<file path="src/rtl/mux_n_skid_pkg.sv">
// Shared types and limits for the N-input select mux with skid output stage.
package mux_n_skid_pkg;

  // Occupancy of the two-entry output stage.
  typedef enum logic [1:0] {
    SKID_EMPTY,
    SKID_ONE,
    SKID_FULL
  } skid_state_t;

  // Largest supported number of mux inputs.
  localparam int unsigned MUX_N_MAX = 16;

endpackage : mux_n_skid_pkg

</file>
<file path="src/rtl/mux_n_1.sv">
// Combinational binary-select N:1 mux; out-of-range selects yield zero and err.
module mux_n_1
  import mux_n_skid_pkg::*;
#(
  parameter int unsigned WIDTH = 64,
  parameter int unsigned N_IN  = 4,
  localparam int unsigned SEL_W = $clog2(N_IN)
) (
  input  logic [N_IN-1:0][WIDTH-1:0] in,
  input  logic [SEL_W-1:0]           sel,
  output logic [WIDTH-1:0]           out,
  output logic                       err
);

  // Decode sel against every legal index; no match means an unused code.
  always_comb begin
    out = '0;
    err = 1'b1;
    for (int unsigned i = 0; i < N_IN; i++) begin
      if (sel == SEL_W'(i)) begin
        out = in[i];
        err = 1'b0;
      end
    end
  end

endmodule : mux_n_1

</file>
<file path="src/rtl/mux_n_skid.sv">
// N-input select mux feeding a registered two-entry skid stage with
// valid/ready handshakes on both sides and a synchronous flush.
module mux_n_skid
  import mux_n_skid_pkg::*;
#(
  parameter int unsigned WIDTH = 64,
  parameter int unsigned N_IN  = 4,
  localparam int unsigned SEL_W = $clog2(N_IN)
) (
  input  logic                       clk,
  input  logic                       reset_n,
  input  logic [N_IN-1:0][WIDTH-1:0] in,
  input  logic [SEL_W-1:0]           sel,
  input  logic                       in_valid,
  output logic                       in_ready,
  input  logic                       flush,
  output logic [WIDTH-1:0]           out,
  output logic                       out_err,
  output logic                       out_valid,
  input  logic                       out_ready
);

  if (N_IN < 2 || N_IN > MUX_N_MAX) begin : g_bad_n_in
    $error("mux_n_skid: N_IN out of supported range");
  end

  skid_state_t        state_q;
  logic [WIDTH-1:0]   head_q;
  logic               head_err_q;
  logic [WIDTH-1:0]   skid_q;
  logic               skid_err_q;

  logic [WIDTH-1:0]   mux_data;
  logic               mux_err;
  logic               accept;
  logic               pop;

  mux_n_1 #(
    .WIDTH (WIDTH),
    .N_IN  (N_IN)
  ) u_mux (
    .in  (in),
    .sel (sel),
    .out (mux_data),
    .err (mux_err)
  );

  // Handshake flags; readiness depends only on registered occupancy.
  always_comb begin
    in_ready  = (state_q != SKID_FULL);
    out_valid = (state_q != SKID_EMPTY);
    accept    = in_valid & in_ready;
    pop       = out_valid & out_ready;
  end

  assign out     = head_q;
  assign out_err = head_err_q;

  // Occupancy FSM with head/skid registers; flush overrides all movement.
  always_ff @(posedge clk or negedge reset_n) begin
    if (!reset_n) begin
      state_q    <= SKID_EMPTY;
      head_q     <= '0;
      head_err_q <= 1'b0;
      skid_q     <= '0;
      skid_err_q <= 1'b0;
    end else if (flush) begin
      state_q <= SKID_EMPTY;
    end else begin
      unique case (state_q)
        SKID_EMPTY: begin
          if (accept) begin
            head_q     <= mux_data;
            head_err_q <= mux_err;
            state_q    <= SKID_ONE;
          end
        end
        SKID_ONE: begin
          if (accept && pop) begin
            head_q     <= mux_data;
            head_err_q <= mux_err;
          end else if (accept) begin
            skid_q     <= mux_data;
            skid_err_q <= mux_err;
            state_q    <= SKID_FULL;
          end else if (pop) begin
            state_q <= SKID_EMPTY;
          end
        end
        SKID_FULL: begin
          if (pop) begin
            head_q     <= skid_q;
            head_err_q <= skid_err_q;
            state_q    <= SKID_ONE;
          end
        end
        default: state_q <= SKID_EMPTY;
      endcase
    end
  end

endmodule : mux_n_skid

</file>
<file path="config.mk">
export PLATFORM = sky130hd
export DESIGN_NAME = mux_n_skid
export DESIGN_NICKNAME = d
export VERILOG_FILES = /design/src/rtl/mux_n_skid_pkg.sv /design/src/rtl/mux_n_1.sv /design/src/rtl/mux_n_skid.sv
export SDC_FILE = /design/constraint.sdc
export NUM_CORES = 1
export LEC_CHECK = 0
export ABC_AREA = 1
export CAP_MARGIN = 40
export CORE_UTILIZATION = 44
export CTS_CLUSTER_DIAMETER = 80
export DETAILED_ROUTE_END_ITERATION = 8
export PLACE_DENSITY = 0.81
export SLEW_MARGIN = 10
export SYNTH_ARGS = -nofsm -noshare
export SYNTH_HDL_FRONTEND = slang
export SYNTH_HIERARCHICAL = 1
export SYNTH_SLANG_ARGS = --single-unit
</file>
<file path="constraint.sdc">
create_clock -name clk -period 1.9 [get_ports clk]
set_clock_uncertainty 0.1 [all_clocks]
set_input_delay 0.19 -clock clk [delete_from_list [all_inputs] [get_ports clk]]
set_output_delay 0.19 -clock clk [all_outputs]
set_load 0.03 [all_outputs]
</file>
### Word level (Yosys, flattened, before mapping)

Index checks and enable logic that the tools add are counted.

* register bits after elaboration: 132
* bits of input ports: 263

* mux-type cells: 23
* eq/ne operators: 13
* bitwise gates (word level): 4
* reductions and logical operators: 8

Operator list (number)
* 64-bit 2-to-1 mux: 7
* 64-bit one-hot mux with 3 select lines: 1
* 2-bit 2-to-1 mux: 6
* 3-bit inequality test (second input constant): 3
* 2-bit inequality test (second input constant): 4
* 4-bit AND reduction: 2
* 1-bit 2-to-1 mux: 7
* 2-bit equality test (second input constant): 3
* 2-bit one-hot mux with 3 select lines: 1
* 5-bit AND reduction: 1
* 2-bit by 1-bit equality test with 1-bit output (second input constant): 2
* 2-bit logical NOT: 2
* 4-bit inequality test (second input constant): 1
* 1-bit one-hot mux with 3 select lines: 1
* 3-bit nonzero test: 1
* 1-bit AND: 2
* 1-bit NOT: 2
* 2-bit nonzero test: 1
* 1-bit logical AND: 1

### Longest topological paths before layout

Gate-level depths: netlist of run 1.

* depth in word-level cells: 7
* gate-level depth with buffers: 8
* mapped depth without buffers: 7

### Cells and area by module

Netlist of run 1, hierarchy kept.

Modules (own cells, without submodules)
* mux_n_skid: area each 5863.1 um^2, times used 1, cells an instance 724
* mux_n_1: area each 1988.2 um^2, times used 1, cells an instance 371

### Worst setup path after synthesis of run 1

Ideal clock, no wire load.

* path type: register to register
* start: reg state_q[0]
* end: reg head_q[44], in the netlist out[44]
* cell stages (with the launch flop): 9
* data required time: 1.682 ns
* library setup time: 0.118 ns
* clock period less this slack: 1.637 ns
* slack: 0.263 ns
* data arrival time: 1.419 ns
* path through: dfrtp_1 -> inv_2 -> nand2_1 -> a21oi_2 -> nand2_1 -> buf_4 -> buf_2 -> nand2_1 -> nand2_1

* longest elaborated chain between the ends: 5

RTL lines
* start, declared: line mux_n_skid.sv:27 `skid_state_t state_q;`
* start signal, assigned: line mux_n_skid.sv:62 `state_q <= SKID_EMPTY;`
* start signal, assigned: line mux_n_skid.sv:68 `state_q <= SKID_EMPTY;`
* start signal, assigned: line mux_n_skid.sv:75 `state_q <= SKID_ONE;`
* 2-bit nonzero test (*): line mux_n_skid.sv:51 `out_valid = (state_q != SKID_EMPTY);`
* net out_valid: line mux_n_skid.sv:19 `output logic out_valid,`
* 1-bit AND (*): line mux_n_skid.sv:53 `pop = out_valid & out_ready;`
* 1-bit logical AND: line mux_n_skid.sv:79 `if (accept && pop) begin`
* 2-bit inequality test (no line)
* 5-bit AND reduction (no line) (*)
* end signal, assigned: line mux_n_skid.sv:73 `head_q <= mux_data;`
* end signal, assigned: line mux_n_skid.sv:80 `head_q <= mux_data;`
* end signal, assigned: line mux_n_skid.sv:92 `head_q <= skid_q;`
* end, declared: line mux_n_skid.sv:28 `logic [WIDTH-1:0] head_q;`

The timed path passes the listed nets; every way through them passes the cells marked *.
A chain may end at the register's enable or synchronous reset.

### Final worst setup path of run 1

* start: reg state_q[1]
* end: out in_ready

* longest elaborated chain between the ends: 1

RTL lines
* 2-bit inequality test: line mux_n_skid.sv:50 `in_ready = (state_q != SKID_FULL);`
* end, declared: line mux_n_skid.sv:15 `output logic in_ready,`

No other way between the ends.

==> results of run 1 <==
==> synth_stat cells, drive strengths merged <==
master and n:
nand2 267, nand3 260, dfrtp 132, buf 87, inv 72, nor2 68
a21oi 67, nand4 66, o21ai 66, clkbuf 9, conb 1
==> power by group through the flow <==
stage | Sequential (mW) | Clock, mW | Combinational, mW
finish | 3.94 | 3.45 | 3.54
floorplan | 4.52 | 0 | 1.28
global placement | 3.94 | 0 | 3.45
CTS | 3.93 | 3.48 | 3.56
global route | 4.01 | 3.62 | 3.85
detailed placement | 3.96 | 0 | 3.53
==> routing by layer <==
metal,part of all wire (%),global-route usage (%)
met1,41,34.05
met2,49,46.23
met3,6.8,5.724
met4,2.6,10.55
met5,0,0
==> state kept, by name, summed over array words and instances (netlist names) <==
name        cells
skid_q         64
out_err         1
skid_err_q      1
out            64
state_q         2
==> per-stage QoR <==
step / hold slack (ns) / worst slack (ns)
after floorplan: -0.2056 / 0.2632
after global placement: 0.06042 / 0.1658
after detailed placement: 0.05841 / 0.1161
after CTS: 0.1853 / 0.02415
after global routing: 0.2193 / 0.02644
final: 0.1792 / 0.08798
==> cell type report <==
type | instances | area [sq um] | area share [%]
clock buffer | 18 | 439.2 | 3.684
tap | 225 | 281.5 | 2.362
timing repair buffer | 359 | 3760 | 31.54
multi-input combinational | 795 | 3681 | 30.88
clock inverter | 14 | 185.2 | 1.553
sequential | 132 | 3303 | 27.71
inverter | 72 | 270.3 | 2.267
==> how the worst min path moves through the flow <==
| stage | end | slack, ns | cells past startpoint |
|---|---|---|---|
| 2_1_floorplan | out[0] | -0.21 | 0 |
| 3_3_place_gp | out[58] | 0.06 | 1 |
| 3_5_place_dp | out[56] | 0.06 | 1 |
| 4_1_cts | out[56] | 0.19 | 2 |
| 5_1_grt | out[56] | 0.22 | 2 |
| 6_report | out[58] | 0.18 | 2 |
==> timing repair <==
item | CTS | global route
resized for setup | 1 | 3
endpoints found under the hold margin | 44 | 0
setup endpoints to repair | 1 | 2
cloned | 0 | 1
setup buffers | 0 | 0
hold buffers | 1 | 0
==> cells by family (layout without fill, tap and decap cells) <==
family / Yosys count / in the layout / synth area share [%]
buffers and inverters: 168 / 463 / 11.38
other: 1 / 1 / 0.04776
AND/OR/NAND/NOR: 661 / 661 / 37.98
flip-flops: 132 / 132 / 42.07
AO/OA/AOI/OAI: 133 / 133 / 8.526
==> results.ini, run 1 <==
[cts]
cts_root_buffer=clkbuf_16
cts_sinks=132
clkSlewWorstSetupHoldPaths_ns=0.06
clock_path_buffers=2
clock_insertion_delay_worst_skew_ns=0.41
htree_levels=4
cts_buffers=17
cts_tree=yes

[pwr]
post-layout-total-power_mw=10.92
net-switching-power_mw=3.555
total_leakage_power_nw=5.527
switching_share_pct=32.54
pwr-share-seq_pct=36.0
worst_ir_drop_vdd_v=0.0006492
power.internal_mw=7.370
clock_power_share_pct=31.5
power_per_cell_area_nw_per_um2=916.5
comb_power_share_pct=32.4

[yosys]
post-synth-top-area-fraction_pct=42.07
synthesis.instances=1095
yosys_warnings=6
synth_nets=1358
synth_area_leaders=dfrtp_1 42%, nand3_1 17%, nand2_1 13%
number_of_storage_elements_in_the_synthesis_netlist=132
synth_area_sq_um=7851
synth_sequential_area_ratio_pct=42.07
syn-mean-instance-area_sq_um=7.170
post-synth-top-area-cell=dfrtp_1
post_synth_num_cell_types=18

[layout]
num-fill-cells=1462
top_library_cells_by_usage_in_the_layout_fill_and_taps_aside=324 x clkdlybuf4s50_1, 265 x nand2_1, 260 x nand3_1
fraction_of_final_layout_cells_with_drive_strength_greater_than_1_pct=5.468
fin_nets=1640
synthToLayoutAreaGrowth_pct=51.82
stdcell_area_sq_um=11920
final_cell_count_without_fillers=1615
most_common_cell_after_layout_fill_and_taps_aside=clkdlybuf4s50_1
final_core_util_pct=68.68
insertedDiodeCount=0

[worst_setup_path]
crit-reg2reg-launch=state_q[0]
worstSetupPathDepth=4
setup.worst_path.start_class=register
worst_path_max_delay_cell=dfrtp_1
startpoint_of_the_most_critical_setup_path=state_q[1]
critical_path.endpoint=in_ready
worstPathCellList=buf_4 > nand2_4 > buf_16 > buf_4
path_delay_family=buffers and inverters
slowest_delay_ns=0.38
cp_num_buf_inv=3
cp.arrival_ns=1.52
timing.critical_path.required_ns=1.61
timing.reg2reg.worst_path_depth=6
criticalPathCategory=register to output pin
r2r_setup_slack_ns=0.26
cpMostUsedCell=buf_4
crit-reg2reg-capture=out[30]
critical_path.max_fanout=32
endpoint_kind=output pin

[routing]
drc=0
ant_nets=0
routedWlPerCell_um=15.77
dr_total_vias=8619
drtIter0Drc=675
drt-vias-per-instance=5.337
firstDrtPassIters=5
drt_wl_total_um=25470

[run_status]
status=finished, final reports clean

[floorplanning]
floorplan.io_pins=330
fp.dieArea_sq_um=18380
floorplan.die.width_um=135.6
die_outline_height_um=135.6
floorplan.initialDensity_pct=45.24
placement_rows=48
floorplan.core_area_sq_um=17360

[global_routing]
grt_first_pass_wirelength_um=39570
maximum_number_of_pins_on_one_net_before_global_route_repair=75
grt_use_total_pct=27.34
antenna_found_initial=0
grt.overflow.total=0
vias_in_the_first_global_route=7982

[sta]
layout_min_cycle_time_ns=1.812
number_of_setup_violations_in_the_final_report=0
rsz_0062_raised_after_global_routing=false
min_period_over_period_pct=95.37
fmax_mhz=551.9
final-hold-violation-count=0
total_count_of_max_transition_violations_in_the_final_report=0
setup_tns_ns=0

[placed_design]
place.detailed.hpwl_um=17460
replace_congestion=0.8154
port_buffers=329
placement.cell_area_sq_um=11260
place.detailed.instances=1581

[worst_hold_path]
hold_path_class=primary input to asynchronous set/reset pin

[run]
drv_cap=0

No activity file was read; power rests on OpenSTA's default activity.
==> run 2: changes to the inputs <==
--- a/config.mk
+++ b/config.mk
@@ -5,12 +5,13 @@
 export SDC_FILE = /design/constraint.sdc
 export NUM_CORES = 1
 export LEC_CHECK = 0
-export ABC_AREA = 1
+export ABC_AREA = 0
 export CAP_MARGIN = 40
-export CORE_UTILIZATION = 44
+export CORE_MARGIN = 3
+export CORE_UTILIZATION = 43
 export CTS_CLUSTER_DIAMETER = 80
 export DETAILED_ROUTE_END_ITERATION = 8
-export PLACE_DENSITY = 0.81
+export PLACE_DENSITY = 0.8
 export SLEW_MARGIN = 10
 export SYNTH_ARGS = -nofsm -noshare
 export SYNTH_HDL_FRONTEND = slang
==> results.ini, run 2 <==
[layout]
most_common_cell_after_layout_fill_and_taps_aside=clkdlybuf4s50_1
final_core_util_pct=69.41  ; +0.73 points
fin_nets=1056  ; -36%
top_library_cells_by_usage_in_the_layout_fill_and_taps_aside=324 x clkdlybuf4s50_1, 130 x dfrtp_1, 93 x mux2_1
stdcell_area_sq_um=12050  ; +1.1%
insertedDiodeCount=0  ; unchanged
fraction_of_final_layout_cells_with_drive_strength_greater_than_1_pct=29.90  ; +24 points
synthToLayoutAreaGrowth_pct=57.86

[pwr]
post-layout-total-power_mw=11.24  ; +2.8%
total_leakage_power_nw=4.894  ; -11%
power_per_cell_area_nw_per_um2=932.7  ; +1.8%
worst_ir_drop_vdd_v=0.0006370  ; -1.9%

[floorplanning]
floorplan.initialDensity_pct=43.97  ; -1.3 points
die_outline_height_um=139.2  ; +2.7%
floorplan.die.width_um=139.2  ; +2.7%
floorplan.io_pins=330  ; unchanged
floorplan.core_area_sq_um=17360  ; unchanged
placement_rows=48  ; unchanged
fp.dieArea_sq_um=19380  ; +5.4%

[yosys]
number_of_storage_elements_in_the_synthesis_netlist=132  ; unchanged
post_synth_num_cell_types=25  ; +7
synth_async_sr_flop_share_pct=100.0  ; unchanged
synth_most_common_cell=dfrtp_1
post-synth-top-area-cell=dfrtp_1
synthesis.instances=444  ; -59%
synth_sequential_area_ratio_pct=43.29  ; +1.2 points
synth_enable_flop_cells=0  ; unchanged
synth_area_sq_um=7631  ; -2.8%
post-synth-top-area-fraction_pct=43.29  ; +1.2 points
yosys_warnings=6  ; unchanged
synth_nets=707  ; -48%
synth_ff_type=dfrtp_1
synth.top_cells.by_count=132 x dfrtp_1, 93 x mux2_1, 60 x mux4_2
synth_area_leaders=dfrtp_1 43%, mux4_2 18%, mux2_1 14%
syn-mean-instance-area_sq_um=17.19  ; +140%

[worst_setup_path]
crit-reg2reg-launch=state_q[1]
startpoint_of_the_most_critical_setup_path=state_q[1]
timing.reg2reg.worst_path_depth=5  ; -1
cp.arrival_ns=2.04  ; +0.52 ns
crit-reg2reg-capture=out[15]
critical_path.max_fanout=13  ; -59%
worstPathCellList=nor2b_4 > buf_6 > bufbuf_16 > mux2_4 > mux2_4
criticalPathCategory=register to register
worst_path_max_delay_cell=dfrtp_2
setup.worst_path.start_class=register
endpoint_kind=register
cpMostUsedCell=mux2_4
cp_num_buf_inv=2  ; -1
timing.critical_path.required_ns=2.10  ; +0.49 ns
path_delay_family=multiplexers
r2r_setup_slack_ns=0.05  ; -0.21 ns
slowest_delay_ns=0.42  ; +0.04 ns

[routing]
routedWlPerCell_um=20.00  ; +27%
drtIter0Drc=166  ; -75%
dr_total_vias=5365  ; -38%
drt-vias-per-instance=5.204  ; -2.5%
drc=0  ; unchanged
firstDrtPassIters=4  ; -1
ant_nets=0  ; unchanged
drt_wl_total_um=20620  ; -19%

[sta]
worst_slew_pin_slew_ns=0.5379
fmax_mhz=541.9  ; -1.8%
maxSlewHeadroom_pct=64.14
total_count_of_max_transition_violations_in_the_final_report=0  ; unchanged
layout_min_cycle_time_ns=1.845  ; +0.03320 ns
final-hold-violation-count=0  ; unchanged
min_period_over_period_pct=97.12  ; +1.7 points
number_of_setup_violations_in_the_final_report=0  ; unchanged

[placed_design]
place.detailed.hpwl_um=15740  ; -9.9%
port_buffers=329  ; unchanged
replace_congestion=0.8108  ; -0.56%
placement.cell_area_sq_um=11260  ; about the same

[global_routing]
grt_first_pass_wirelength_um=32610  ; -18%
maximum_number_of_pins_on_one_net_before_global_route_repair=57  ; -24%
vias_in_the_first_global_route=6158  ; -23%
grt_use_total_pct=21.50  ; -5.8 points
grt.overflow.total=0  ; unchanged
antenna_found_initial=0  ; unchanged

[cts]
clock_path_buffers=2  ; unchanged
cts_buffers=17  ; unchanged
cts_root_buffer=clkbuf_16
clkSlewWorstSetupHoldPaths_ns=0.06  ; about the same
htree_levels=4  ; unchanged
cts_sinks=132  ; unchanged
clock_insertion_delay_worst_skew_ns=0.41  ; about the same
cts_tree=yes

[worst_hold_path]
hold_path_class=primary input to asynchronous set/reset pin

[run]
drv_cap=0  ; unchanged

[run_status]
status=finished, final reports clean

==> run 2: cell types whose count changed in the layout (fill, tap and decap cells not counted), moves of 5 or more <==
cell / previous run / this run
mux2_2: 0 / 46
inv_1: 67 / 1
mux2_1: 0 / 93
o21ai_0: 65 / 0
nor2_1: 67 / 1
nand3_1: 260 / 0
buf_4: 13 / 18
mux2_4: 0 / 56
a21oi_1: 66 / 2
nand2_1: 265 / 1
mux4_2: 0 / 60
inv_2: 5 / 0
nand4_1: 66 / 0
==> run 2: power by group <==
group | switching (mW) | internal, mW
logic | 1.58 | 2.10
registers | 0.444 | 3.62
clock network | 1.20 | 2.30
total | 3.22 | 8.01
==> run 2: logic make-up after synthesis <==
kind of cell | count (synthesis) | synth area share, %
flip-flops | 132 | 43.29
AND/OR/NAND/NOR | 10 | 0.8691
other | 1 | 0.04914
multiplexers | 259 | 50.61
buffers and inverters | 37 | 4.722
AO/OA/AOI/OAI | 5 | 0.4592
==> run 2: metal layers <==
metal	global-route usage (%)	wire length [um]
met5	0	0
met4	7.106	343
met3	7.045	1480
met2	38.89	11220
met1	23.92	7580
==> run 2: worst max-delay path by stage <==
stage                            end  cells past startpoint
final                        out[15]                      5
after global routing      skid_q[11]                      6
after CTS                    out[15]                      5
after detailed placement     out[50]                      6
after global placement       out[52]                      6
after floorplan              out[59]                      5
==> run 2: repair_timing <==
action / in CTS / in global routing
hold buffers: 1 / 0
pin swaps: 1 / 0
setup endpoints to repair: 25 / 99
setup buffers: 2 / 0
gates cloned: 2 / 1
gates resized for setup: 4 / 6
endpoints found under the hold margin: 53 / 0
==> run 2: cell type report <==
| class | instances | area [sq um] |
|---|---|---|
| Clock buffer | 20 | 466.7 |
| Fill cell | 1124 | 5310 |
| Tap cell | 225 | 281.5 |
| Timing Repair Buffer | 366 | 3817 |
| Sequential cell | 132 | 3306 |
| Multi-Input combinational cell | 275 | 3994 |
| Inverter | 1 | 3.754 |
| Clock inverter | 12 | 177.7 |
==> run 2: metrics by stage <==
step | setup TNS [ns] | setup slack (ns) | hold WS [ns] | std cells
floorplan | 0 | 0.1215 | -0.2056 | 444
global placement | -18.71 | -0.2013 | 0.08642 | 993
detailed placement | -24.39 | -0.2850 | 0.09386 | 993
CTS | 0 | 0.0005280 | 0.2306 | 1030
global route | -0.01401 | -0.01103 | 0.2526 | 1031
finish | 0 | 0.05478 | 0.2115 | 1031
